[src/rtl/hce_loader_pkg.sv]
// Shared definitions for the hce_stream_loader slice.
//   loader_state_t : frame-parser FSM states
//   CMD_KEY/CMD_DATA : frame command byte values
//   KEY_BYTES      : key frame payload length in bytes
package hce_loader_pkg;

  typedef enum logic [2:0] {
    IDLE   = 3'd0,
    KEY    = 3'd1,
    COMMIT = 3'd2,
    DATA   = 3'd3,
    DROP   = 3'd4
  } loader_state_t;

  localparam logic [7:0] CMD_KEY  = 8'h01;
  localparam logic [7:0] CMD_DATA = 8'h02;
  localparam int         KEY_BYTES = 5;

endpackage

[src/rtl/hce_loader_fifo.sv]
// Synchronous FIFO with a registered read port.
// Pointers carry one extra wrap bit so full and empty are told apart
// without a separate occupancy counter. DEPTH must be a power of two >= 2.
// Ports:
//   clk, rst_n : clock, asynchronous active-low reset
//   push, wr_data : write request and data (ignored while full)
//   pop        : read request (ignored while empty); rd_data valid next cycle
//   rd_data    : registered read data
//   full, empty: occupancy flags, combinational from the pointers
module hce_loader_fifo #(
  parameter int WIDTH = 8,
  parameter int DEPTH = 16
) (
  input  logic             clk,
  input  logic             rst_n,
  input  logic             push,
  input  logic [WIDTH-1:0] wr_data,
  input  logic             pop,
  output logic [WIDTH-1:0] rd_data,
  output logic             full,
  output logic             empty
);

  localparam int AW = $clog2(DEPTH);

  logic [WIDTH-1:0] mem [DEPTH];
  logic [AW:0]      wr_ptr;
  logic [AW:0]      rd_ptr;
  logic             push_ok;
  logic             pop_ok;

  assign empty   = (wr_ptr == rd_ptr);
  assign full    = (wr_ptr[AW] != rd_ptr[AW]) &&
                   (wr_ptr[AW-1:0] == rd_ptr[AW-1:0]);
  assign push_ok = push && !full;
  assign pop_ok  = pop && !empty;

  // Storage is not reset; the pointers alone define what is valid.
  always_ff @(posedge clk) begin
    if (push_ok) mem[wr_ptr[AW-1:0]] <= wr_data;
  end

  always_ff @(posedge clk or negedge rst_n) begin
    if (!rst_n) begin
      wr_ptr  <= '0;
      rd_ptr  <= '0;
      rd_data <= '0;
    end else begin
      if (push_ok) wr_ptr <= wr_ptr + 1'b1;
      if (pop_ok) begin
        rd_ptr  <= rd_ptr + 1'b1;
        rd_data <= mem[rd_ptr[AW-1:0]];
      end
    end
  end

endmodule

[src/rtl/hce_stream_loader.sv]
// Byte-stream front end for hybrid_chaotic_encryption.
// Parses framed bytes (command byte + payload) into key loads and plaintext,
// buffers plaintext in a FIFO and paces it to the core, which has no
// backpressure. A new key is applied only once all plaintext queued under
// the previous key has been issued.
// Optional feature macro: HCE_LOADER_STATS_EN enables stat_bytes/stat_drops
// counters; when undefined both ports are tied to zero.
//
// Handshake: a byte transfers on a rising edge where in_valid && in_ready;
// in_ready never depends on in_valid, and the source holds in_byte/in_last
// stable while in_valid is high and in_ready is low.
//
// Ports:
//   clk, rst_n            : clock, asynchronous active-low reset
//   in_byte/in_valid/in_last/in_ready : framed input stream
//   key, key_valid_in     : key to core and one-cycle commit strobe
//   plaintext, plaintext_valid_in : byte to core and one-cycle strobe
//   key_loaded            : a key has been committed since reset
//   frame_err             : one-cycle pulse on a malformed frame
//   stat_bytes, stat_drops: saturating issue / drop counters
//   dbg_state             : current parser FSM state
module hce_stream_loader
  import hce_loader_pkg::*;
#(
  parameter int DATA_WIDTH = 8,
  parameter int KEY_WIDTH  = 4*DATA_WIDTH+1,
  parameter int FIFO_DEPTH = 16,
  parameter int GAP        = 0
) (
  input  logic                  clk,
  input  logic                  rst_n,
  input  logic [DATA_WIDTH-1:0] in_byte,
  input  logic                  in_valid,
  input  logic                  in_last,
  output logic                  in_ready,
  output logic [KEY_WIDTH-1:0]  key,
  output logic                  key_valid_in,
  output logic [DATA_WIDTH-1:0] plaintext,
  output logic                  plaintext_valid_in,
  output logic                  key_loaded,
  output logic                  frame_err,
  output logic [15:0]           stat_bytes,
  output logic [15:0]           stat_drops,
  output loader_state_t         dbg_state
);

  localparam int         GW        = (GAP > 0) ? $clog2(GAP+1) : 1;
  localparam logic [2:0] KCNT_LAST = 3'(KEY_BYTES-1);

  loader_state_t         state, state_nx;
  logic [2:0]            kcnt, kcnt_nx;
  logic [KEY_WIDTH-1:0]  shadow;
  logic                  shadow_clr, shadow_wr;
  logic                  ready_en;
  logic                  rdy_state;
  logic                  accept;
  logic                  push, commit, err;
  logic                  pop, pop_q;
  logic [GW-1:0]         gap_cnt;
  logic                  fifo_full, fifo_empty;
  logic [DATA_WIDTH-1:0] fifo_rd_data;

  assign dbg_state = state;

  // ready_en keeps in_ready low through reset and rises one cycle after it.
  assign rdy_state = (state == COMMIT) ? 1'b0 :
                     (state == DATA)   ? !fifo_full : 1'b1;
  assign in_ready  = ready_en && rdy_state;
  assign accept    = in_valid && in_ready;

  always_ff @(posedge clk or negedge rst_n) begin
    if (!rst_n) begin
      state    <= IDLE;
      kcnt     <= '0;
      ready_en <= 1'b0;
    end else begin
      state    <= state_nx;
      kcnt     <= kcnt_nx;
      ready_en <= 1'b1;
    end
  end

  always_comb begin
    state_nx   = state;
    kcnt_nx    = kcnt;
    push       = 1'b0;
    commit     = 1'b0;
    err        = 1'b0;
    shadow_clr = 1'b0;
    shadow_wr  = 1'b0;
    case (state)
      IDLE: begin
        if (accept) begin
          if (in_last) begin
            // A bare command byte closes an empty frame; only a key
            // command with no payload counts as malformed.
            err = (in_byte == DATA_WIDTH'(CMD_KEY));
          end else if (in_byte == DATA_WIDTH'(CMD_KEY)) begin
            state_nx   = KEY;
            kcnt_nx    = '0;
            shadow_clr = 1'b1;
          end else if (in_byte == DATA_WIDTH'(CMD_DATA)) begin
            state_nx = DATA;
          end else begin
            state_nx = DROP;
            err      = 1'b1;
          end
        end
      end
      KEY: begin
        if (accept) begin
          shadow_wr = 1'b1;
          if (kcnt == KCNT_LAST) begin
            if (in_last) state_nx = COMMIT;
            else begin
              err      = 1'b1;
              state_nx = DROP;
            end
          end else if (in_last) begin
            err        = 1'b1;
            shadow_clr = 1'b1;
            state_nx   = IDLE;
          end else begin
            kcnt_nx = kcnt + 3'd1;
          end
        end
      end
      COMMIT: begin
        // Before the first key nothing has been issued, so buffered
        // plaintext is meant for this key and must not block it.
        if (!key_loaded || (fifo_empty && !pop_q)) begin
          commit   = 1'b1;
          state_nx = IDLE;
        end
      end
      DATA: begin
        if (accept) begin
          push = 1'b1;
          if (in_last) state_nx = IDLE;
        end
      end
      DROP: begin
        if (accept && in_last) state_nx = IDLE;
      end
      default: state_nx = IDLE;
    endcase
  end

  // Shadow key assembly: payload byte 0 supplies only precision_sel,
  // bytes 1..4 fill k, y0, alpha, mu from high to low.
  always_ff @(posedge clk or negedge rst_n) begin
    if (!rst_n) begin
      shadow <= '0;
    end else if (shadow_clr) begin
      shadow <= '0;
    end else if (shadow_wr) begin
      if (kcnt == 3'd0) shadow[KEY_WIDTH-1] <= in_byte[0];
      else shadow[(KEY_BYTES-1-int'(kcnt))*DATA_WIDTH +: DATA_WIDTH] <= in_byte;
    end
  end

  always_ff @(posedge clk or negedge rst_n) begin
    if (!rst_n) begin
      key          <= '0;
      key_valid_in <= 1'b0;
      key_loaded   <= 1'b0;
      frame_err    <= 1'b0;
    end else begin
      key_valid_in <= commit;
      frame_err    <= err;
      if (commit) begin
        key        <= shadow;
        key_loaded <= 1'b1;
      end
    end
  end

  hce_loader_fifo #(
    .WIDTH (DATA_WIDTH),
    .DEPTH (FIFO_DEPTH)
  ) u_fifo (
    .clk     (clk),
    .rst_n   (rst_n),
    .push    (push),
    .wr_data (in_byte),
    .pop     (pop),
    .rd_data (fifo_rd_data),
    .full    (fifo_full),
    .empty   (fifo_empty)
  );

  // Issue side: pop, then one cycle for the FIFO read register and one for
  // the output register. pop_q marks a byte still in flight to the core.
  assign pop = !fifo_empty && key_loaded && (gap_cnt == '0);

  always_ff @(posedge clk or negedge rst_n) begin
    if (!rst_n) begin
      pop_q              <= 1'b0;
      gap_cnt            <= '0;
      plaintext          <= '0;
      plaintext_valid_in <= 1'b0;
    end else begin
      pop_q              <= pop;
      plaintext_valid_in <= pop_q;
      if (pop_q) plaintext <= fifo_rd_data;
      if (pop) gap_cnt <= GW'(GAP);
      else if (gap_cnt != '0) gap_cnt <= gap_cnt - GW'(1);
    end
  end

`ifdef HCE_LOADER_STATS_EN
  logic [15:0] bytes_q, drops_q;

  always_ff @(posedge clk or negedge rst_n) begin
    if (!rst_n) begin
      bytes_q <= '0;
      drops_q <= '0;
    end else begin
      if (plaintext_valid_in && (bytes_q != 16'hFFFF)) bytes_q <= bytes_q + 16'd1;
      if (frame_err && (drops_q != 16'hFFFF)) drops_q <= drops_q + 16'd1;
    end
  end

  assign stat_bytes = bytes_q;
  assign stat_drops = drops_q;
`else
  assign stat_bytes = '0;
  assign stat_drops = '0;
`endif

endmodule
[config.mk]
export PLATFORM = sky130hd
export DESIGN_NAME = hce_stream_loader
export DESIGN_NICKNAME = d
export VERILOG_FILES = /design/src/rtl/hce_loader_pkg.sv /design/src/rtl/hce_loader_fifo.sv /design/src/rtl/hce_stream_loader.sv
export SDC_FILE = /design/constraint.sdc
export NUM_CORES = 1
export LEC_CHECK = 0
export ABC_CLOCK_PERIOD_IN_PS = 7040
export CORE_MARGIN = 2
export CORE_UTILIZATION = 40
export DETAILED_ROUTE_END_ITERATION = 7
export SYNTH_ARGS = -nofsm -noshare
export SYNTH_HDL_FRONTEND = slang
export SYNTH_SLANG_ARGS = --single-unit
[constraint.sdc]
create_clock -name clk -period 7.04 [get_ports clk]
set_input_delay 1.408 -clock clk [delete_from_list [all_inputs] [get_ports clk]]
set_output_delay 1.408 -clock clk [all_outputs]
set_load 0.005 [all_outputs]
# --- Word level (Yosys, flattened, before mapping) ---
# Memories as Yosys holds them, arrays and structs flattened. A register that Yosys moved wholly into a read port is not among the register bits.
# Index checks and enable logic that the tools add are counted.
op_classes:
  add_sub_neg: 6
  n_eq_ne: 20
  n_shift: 2
  muxes: 50
  n_bitwise: 1
  reduce_logical: 22
op_table:
  columns: ["cell", "count"]
  rows:
  - ["$mux W33", 2]
  - ["$mux W3", 17]
  - ["$bwmux W33", 1]
  - ["$neg A7 Y33", 1]
  - ["$shift A8 B33 Y33 const A", 1]
  - ["$shiftx A8 B33 Y33", 1]
  - ["$mux W32", 1]
  - ["$mux W1", 25]
  - ["$ne A2 B2 Y1 const B", 9]
  - ["$pmux W3 S5", 1]
  - ["$add A5 B1 Y5 const B", 2]
  - ["$logic_and A1 B1 Y1", 9]
  - ["$eq A8 B1 Y1 const B", 1]
  - ["$eq A8 B2 Y1 const B", 1]
  - ["$reduce_and A7 Y1", 1]
  - ["$eq A3 B2 Y1 const B", 2]
  - ["$eq A3 B3 Y1 const B", 2]
  - ["$logic_not A3 Y1", 2]
  - ["$pmux W3 S2", 1]
  - ["$reduce_and A6 Y1", 1]
  - ["$eq A5 B5 Y1", 1]
  - ["$logic_not A1 Y1", 5]
  - ["$eq A4 B4 Y1", 1]
  - ["$pmux W1 S2", 2]
  - ["10 further kinds", 11]
word_totals:
  register_bits: 97
  mem_bits_rw: 128
  wordCells: 117
  n_memories: 1
memory_table:
  columns: ["memory", "words", "word_bits", "read_ports", "rd_ports_with_merged_regs", "wr", "line_no", "text"]
  rows:
  - ["u_fifo.mem", 16, 8, 1, 1, 1, "hce_loader_fifo.sv:26", "logic [WIDTH-1:0] mem [DEPTH];"]

# --- Longest topological paths before layout ---
# Gate-level depths: netlist of the first run.
depth:
  word_depth: 12
  mapped_depth: 9
  depth_no_buf: 9

# --- Modules after synthesis ---
# From an unflattened synthesis of the first run, not the netlist that was laid out.
unflattened:
  cells_unflattened: 622
  area_unflattened_um2: 9874.5
by_module_without_submodules:
  columns: ["module", "instances", "cells_each", "area_per_inst_um2", "seq_area_each_um2"]
  rows:
  - ["hce_loader_fifo", 1, 301, 5953.2, 4294.1]
  - ["hce_stream_loader", 1, 321, 3921.3, 2152.1]

# --- Worst setup path before layout of the first run ---
# No wires, ideal clock.
synth_timing:
  kind: "input -> register"
  start: "input in_valid"
  end: "memory u_fifo.mem[3][0] (enable)"
  t_arrival_ps: 2559
  required_ps: 6657
  setup_slack_ps: 4098
  cell_stages: 5
  path_cell_list: "nand4_1 a21oi_1 clkbuf_1 nand2_1 nor3_1"
synth_between:
  elab_chain_len: 6
synth_rtl:
  columns: ["item", "line_no", "text"]
  rows:
  - ["start, declared", "hce_stream_loader.sv:33", "input logic in_valid,"]
  - ["$logic_and A1 B1 Y1", "hce_stream_loader.sv:69", "assign accept = in_valid && in_ready;"]
  - ["$mux W1", "hce_stream_loader.sv:137", "if (accept) begin"]
  - ["$mux W1", "hce_stream_loader.sv:91", "case (state)"]
  - ["$logic_and A1 B1 Y1", "hce_loader_fifo.sv:35", "assign push_ok = push && !full;"]
  - ["$mux W1", "hce_loader_fifo.sv:40", "if (push_ok) mem[wr_ptr[AW-1:0]] <= wr_data;"]
  - ["$mux W1 (not written as such)", "hce_loader_fifo.sv:40", null]
  - ["end, declared", "hce_loader_fifo.sv:26", null]
# No other way between the ends.

# --- Worst setup path in the final report of the first run ---
layout_timing:
  start: "register u_fifo.rd_ptr[1]"
  end: "output in_ready"
layout_between:
  elab_chain_len: 6
layout_rtl:
  columns: ["item", "line_no", "text"]
  rows:
  - ["start, declared", "hce_loader_fifo.sv:28", "logic [AW:0] rd_ptr;"]
  - ["start signal, assigned", "hce_loader_fifo.sv:51", "rd_ptr <= rd_ptr + 1'b1;"]
  - ["$eq A4 B4 Y1", "hce_loader_fifo.sv:34", "(wr_ptr[AW-1:0] == rd_ptr[AW-1:0]);"]
  - ["$logic_and A1 B1 Y1", "hce_loader_fifo.sv:33", "assign full = (wr_ptr[AW] != rd_ptr[AW]) &&"]
  - ["$logic_not A1 Y1", "hce_stream_loader.sv:67", "(state == DATA) ? !fifo_full : 1'b1;"]
  - ["$mux W1", "hce_stream_loader.sv:67", null]
  - ["$mux W1", "hce_stream_loader.sv:66", "assign rdy_state = (state == COMMIT) ? 1'b0 :"]
  - ["$logic_and A1 B1 Y1", "hce_stream_loader.sv:68", "assign in_ready = ready_en && rdy_state;"]
  - ["end, declared", "hce_stream_loader.sv:35", "output logic in_ready,"]
# No other way between the ends.

==> results.yml, run 1 <==
synth:
  synth_top_area_cell: "edfxtp_1"
  yosys.cell_count.top_type: "edfxtp_1"
  synth_seq_cells: 232
  avgSynthCellArea_sq_um: 15.9
  ys_top_cells_by_count: "edfxtp_1 (128), dfrtp_1 (104), buf_4 (32), mux4_2 (32), mux2_4 (29)"
  ys_warn_count: 0
  netlist.area_leader.share_pct: 38.9
  synth_edf_count: 128
  ys_seq_area_share_pct: 65.3
  synth_flop_cell: "edfxtp_1"
  async_reset_ff_share_pct: 44.8
  syn_inst: 621
  synth_cell_types: 61
  yosys-top-cells-area: "edfxtp_1 (39%), dfrtp_1 (26%), mux4_2 (7.3%), mux2_4 (4.4%), buf_4 (2.4%)"
  synth_area_sq_um: 9870
clock_tree:
  cts.sink_count: 232
  clk_path_buf_depth: 3
  ctsResizeCount: 0
  post_cts_buffers: 0
  cts_hold_buffers: 0
  cts_root_buf: "clkbuf_16"
  cts_inserted_buffers: 25
  clock_latency_ns: 0.52
  cts_tree: "yes"
  clk_pin_slew_ns: 0.06
  htreeDepth: 1
setup_path:
  startpoint_type: "flop"
  timing.rr.start: "u_fifo.rd_ptr[1]"
  worstSetupEndpointType: "output pin"
  cp_max_fo: 36
  reg2reg_depth: 5
  cp.required_ns: 5.63
  rrSetupSlack_ns: 3.35
  critPathSlowestCell: "dfrtp_2"
  path_delay_family: "flip-flops"
  path_common_cell: "nand2_1"
  cp-startpoint: "u_fifo.rd_ptr[1]"
  path_cells: "xor2_1 -> nor4_4 -> nand2_1 -> nand2_1 -> a21boi_0 -> clkdlybuf4s50_1"
  slowest_delay_ns: 0.95
  reg2reg_to: "u_fifo.mem[3][0]"
  critPathBufInv: 1
  crit_type: "flop to output pin"
  cp.arrival_ns: 2.87
place:
  place.gp.congestion: 0.738
  portBuffers: 60
  place_inst: 982
  pre_cts_ws_ns: 2.73
  dp_hpwl_um: 13000
  place_area_sq_um: 10700
floorplanning:
  die-width_um: 161
  coreArea_sq_um: 24200
  die-area_sq_um: 26000
  rows: 57
  io_pins: 93
  start_util_pct: 40.7
  chipHeight_um: 161
cells_and_area:
  nets: 707
  syn2layout_area_growth_pct: 16.7
  final_cells: 1028
  fin_area_sq_um: 11500
  utilization_pct: 47.5
  antenna_cells: 0
  drive_gt1_share_pct: 19.9
global_routing:
  grt_pass1_vias: 5725
  grt_pass1_wl_um: 32600
  track_usage_pct: 16.1
  grt_max_degree: 75
  overflow: 0
  antenna_found_initial: 0
sta:
  hold-worst-slack_ns: 0.492
  finalCritPeriodShare_pct: 60.8
  layout_min_cycle_time_ns: 4.28
  fin_skew_ns: 0.0149
  rsz0062_at_grt: "false"
  worstMarginPinSlew_ns: 1.10
  tns_ns: 0
  final_max_slew_viol_count: 0
  max_freq_mhz: 234
  setup_viol: 0
  layout_setup_ws_ns: 2.76
  hold_viol_final: 0
  slew_headroom_pct: 26.3
hold_path:
  hold_depth: 1
  min-delay-path-class: "flop to flop"
  hold_start: "shadow[16]"
  hold-path-endpoint: "shadow[16]"
routing:
  wirelength_um: 20800
  first_pass_iters: 4
  final_antenna_net_count: 0
  post_drt_wl_per_cell_um: 20.2
  vias_per_cell: 5.24
  drt_iter0_drc: 307
  route.vias.total: 5389
  drt_drc_violations_left: 0
run_status:
  status: "complete, no violations"
job:
  drv_cap: 0
power_and_ir_drop:
  power_density_nw_per_um2: 271
  irDropWorstVdd_mv: 0.154
  total_power_mw: 3.12
  leakage_nw: 4.71
## cells in the final DEF, fill, tap and decap left out, types with 9 or more instances in the layout
cell type,n
edfxtp_1,128
dfrtp_1,102
clkdlybuf4s50_1,59
conb_1,33
mux4_2,32
mux2_4,29
nand2_1,27
clkbuf_16,25
a22o_1,23
mux2_2,21
inv_1,17
nor2_1,17
a22oi_1,17
and3_1,16
o21ai_0,13
ha_1,10
xor2_1,9
## area by class of cell
| class | instances | area (sq um) |
|---|---|---|
| fill | 2097 | 12700 |
| clock buffer | 28 | 637 |
| sequential | 232 | 6450 |
| multi-input combinational | 343 | 3100 |
| clock inverter | 18 | 225 |
| inverter | 17 | 63.8 |
| tap | 324 | 405 |
| timing repair buffer | 66 | 643 |
## worst max path at each step
stage,endpoint,slack [ns],depth (start not counted)
3_5_place_dp,u_fifo.mem[3][0],2.73,5
3_3_place_gp,u_fifo.mem[3][6],2.83,5
2_1_floorplan,u_fifo.mem[3][0],4.10,5
6_report,in_ready,2.76,6
4_1_cts,in_ready,2.66,6
5_1_grt,in_ready,2.53,6
## logic make-up (layout without fill, tap and decap cells)
kind of cell | count (synthesis) | after routing | share of synthesized area (%)
multiplexers | 89 | 89 | 14.8
flip-flops | 232 | 232 | 65.3
adder cells (fa/ha/maj) | 10 | 10 | 1.27
XOR/XNOR | 16 | 16 | 1.42
AND/OR/NAND/NOR | 108 | 108 | 6.13
AO/OA/AOI/OAI | 87 | 87 | 6.48
other | 2 | 33 | 0.0761
buffers and inverters | 77 | 129 | 4.51
## routing by layer
layer / vias up / global-route usage [%] / wire length (um)
met5: - / 0 / 0
met4: 0 / 5.11 / 504
met3: 38 / 2.98 / 1030
met2: 164 / 26.4 / 10100
met1: 2771 / 22.0 / 9150
li1: 2416 / - / -
## power by group
group | leakage [nW] | switching [mW] | internal [mW]
Clock | 0.422 | 0.519 | 0.836
Combinational | 1.76 | 0.143 | 0.145
Sequential | 2.53 | 0.0250 | 1.46
## sequential cells by signal, summed over array words and instances, names as in the netlist
name	cells
shadow	33
kcnt	3
frame_err	1
u_fifo.wr_ptr	5
plaintext	8
key_valid_in	1
plaintext_valid_in	1
u_fifo.rd_data	8
pop_q	1
key	33
u_fifo.mem	128
key_loaded	1
dbg_state	3
ready_en	1
u_fifo.rd_ptr	5
Power figures use the tool's default switching activity.
==> run 2: changes to the inputs <==
ABC_CLOCK_PERIOD_IN_PS = 3440   (was 7040)
clock period = 3.44 ns   (was 7.04 ns; I/O delays follow)
==> results.yml, run 2 (same netlist as run 1, synthesis figures left out) <==
run_status:
  status: "complete, no violations"
sta:
  hold_viol_final: 0
  slew_headroom_pct: 54.2
  setup_viol: 0
  hold-worst-slack_ns: 0.212
  final_max_slew_viol_count: 0
  tns_ns: 0
  worstMarginPinSlew_ns: 0.686
  layout_min_cycle_time_ns: 3.02
  max_freq_mhz: 331
  rsz0062_at_grt: "false"
  fin_skew_ns: 0.0183
  layout_setup_ws_ns: 0.416
  finalCritPeriodShare_pct: 87.9
cells_and_area:
  syn2layout_area_growth_pct: 17.6
  antenna_cells: 0
  register_area_sq_um: 6450
  fillers: 2108
  largest_register_ffs: 128
  layout_common_cells: "edfxtp_1 (128), dfrtp_1 (103), clkdlybuf4s50_1 (59), conb_1 (33), mux4_2 (32)"
  final_common_cell: "edfxtp_1"
  final_cells: 1040
  multiInputGateArea_sq_um: 3100
  drive_gt1_share_pct: 20.8
  nets: 719
clock_tree:
  clock_latency_ns: 0.51
  htreeDepth: 1
  cts_hold_buffers: 0
  post_cts_buffers: 0
  cts_inserted_buffers: 25
  cts_root_buf: "clkbuf_16"
  clk_pin_slew_ns: 0.06
  cts_tree: "yes"
  ctsResizeCount: 0
  cts.sink_count: 232
  clk_path_buf_depth: 3
floorplanning:
  die-area_sq_um: 26000
  chipHeight_um: 161
  die-width_um: 161
  rows: 57
  start_util_pct: 40.7
  coreArea_sq_um: 24200
  io_pins: 93
global_routing:
  grt_max_degree: 62
  track_usage_pct: 16.9
  grt_pass1_wl_um: 34200
  antenna_found_initial: 0
  grt_pass1_vias: 5819
  overflow: 0
setup_path:
  cp.required_ns: 2.75
  cp_max_fo: 7
  worstSetupEndpointType: "output pin"
  cp.arrival_ns: 2.34
  startpoint_type: "flop"
  crit_type: "flop to output pin"
routing:
  route.vias.total: 5490
  final_antenna_net_count: 0
  drt_iter0_drc: 427
  post_drt_wl_per_cell_um: 20.9
  vias_per_cell: 5.28
  first_pass_iters: 5
  wirelength_um: 21700
  drt_drc_violations_left: 0
power_and_ir_drop:
  leakage_nw: 4.77
  power_density_nw_per_um2: 549
  irDropWorstVdd_mv: 0.313
place:
  place.gp.congestion: 0.807
  pre_cts_ws_ns: 0.603
  place_inst: 994
  dp_hpwl_um: 14000
  portBuffers: 60
hold_path:
  min-delay-path-class: "input port to async pin"
job:
  drv_cap: 0
run 2: changes by cell type in the layout (fill, tap and decap cells not counted), sizes merged:
cell      before  now
clkinvlp       2    1
clkinv        10    9
buf            7   19
bufinv         5    3
clkbuf        28   32
run 2: layer usage:
metal  GRT usage (%)  part of all wire (%)  up-vias
met5               0                     0        -
met4            3.25                   1.3        0
met3            2.88                   4.7       22
met2            28.0                    49      160
met1            23.7                    45     2860
li1                -                     -     2448
run 2: power breakdown:
group | total (mW) | internal, mW | switching [mW]
registers | 3.02 | 2.98 | 0.0374
clock network | 2.72 | 1.66 | 1.06
logic | 0.632 | 0.305 | 0.326
run 2: per-stage QoR:
step | cell area, sq um | util (%) | total power [mW]
6_report | 11600 | 47.9 | 6.37
5_1_grt | 11600 | 47.9 | 6.61
4_1_cts | 11600 | 47.9 | 6.44
3_5_place_dp | 10800 | 44.4 | 3.72
3_3_place_gp | 10800 | 44.4 | 3.71
2_1_floorplan | 9990 | - | 3.52
run 2: worst max-delay path, stage by stage, from the launching register on:
cell and delay, ns:
dfrtp_1 0.47, xor2_1 0.23, nor4_4 0.38, nand2_1 0.10
nand2_1 0.08, a21boi_0 0.10, clkdlybuf4s50_1 0.47
run 2: layout make-up:
type	instances	share of cell area (%)
Clock buffer	32	6.01
Timing Repair Buffer	78	6.42
Clock inverter	14	1.29
Tap cell	324	3.49
Sequential cell	232	55.5
Inverter	17	0.550
Multi-Input combinational cell	343	26.7
run 2: path summary, 6_finish.rpt:
kind	from	end	slack (ns)	cells past startpoint
max	u_fifo.wr_ptr[3]	in_ready	0.42	6
min	rst_n	key_valid_in	0.21	1
max reg2reg	kcnt[0]	shadow[17]	0.74	8
min reg2reg	shadow[24]	shadow[24]	0.50	1
max in group asynchronous	rst_n	shadow[6]	2.48	2
min in group clk	shadow[24]	shadow[24]	0.50	1
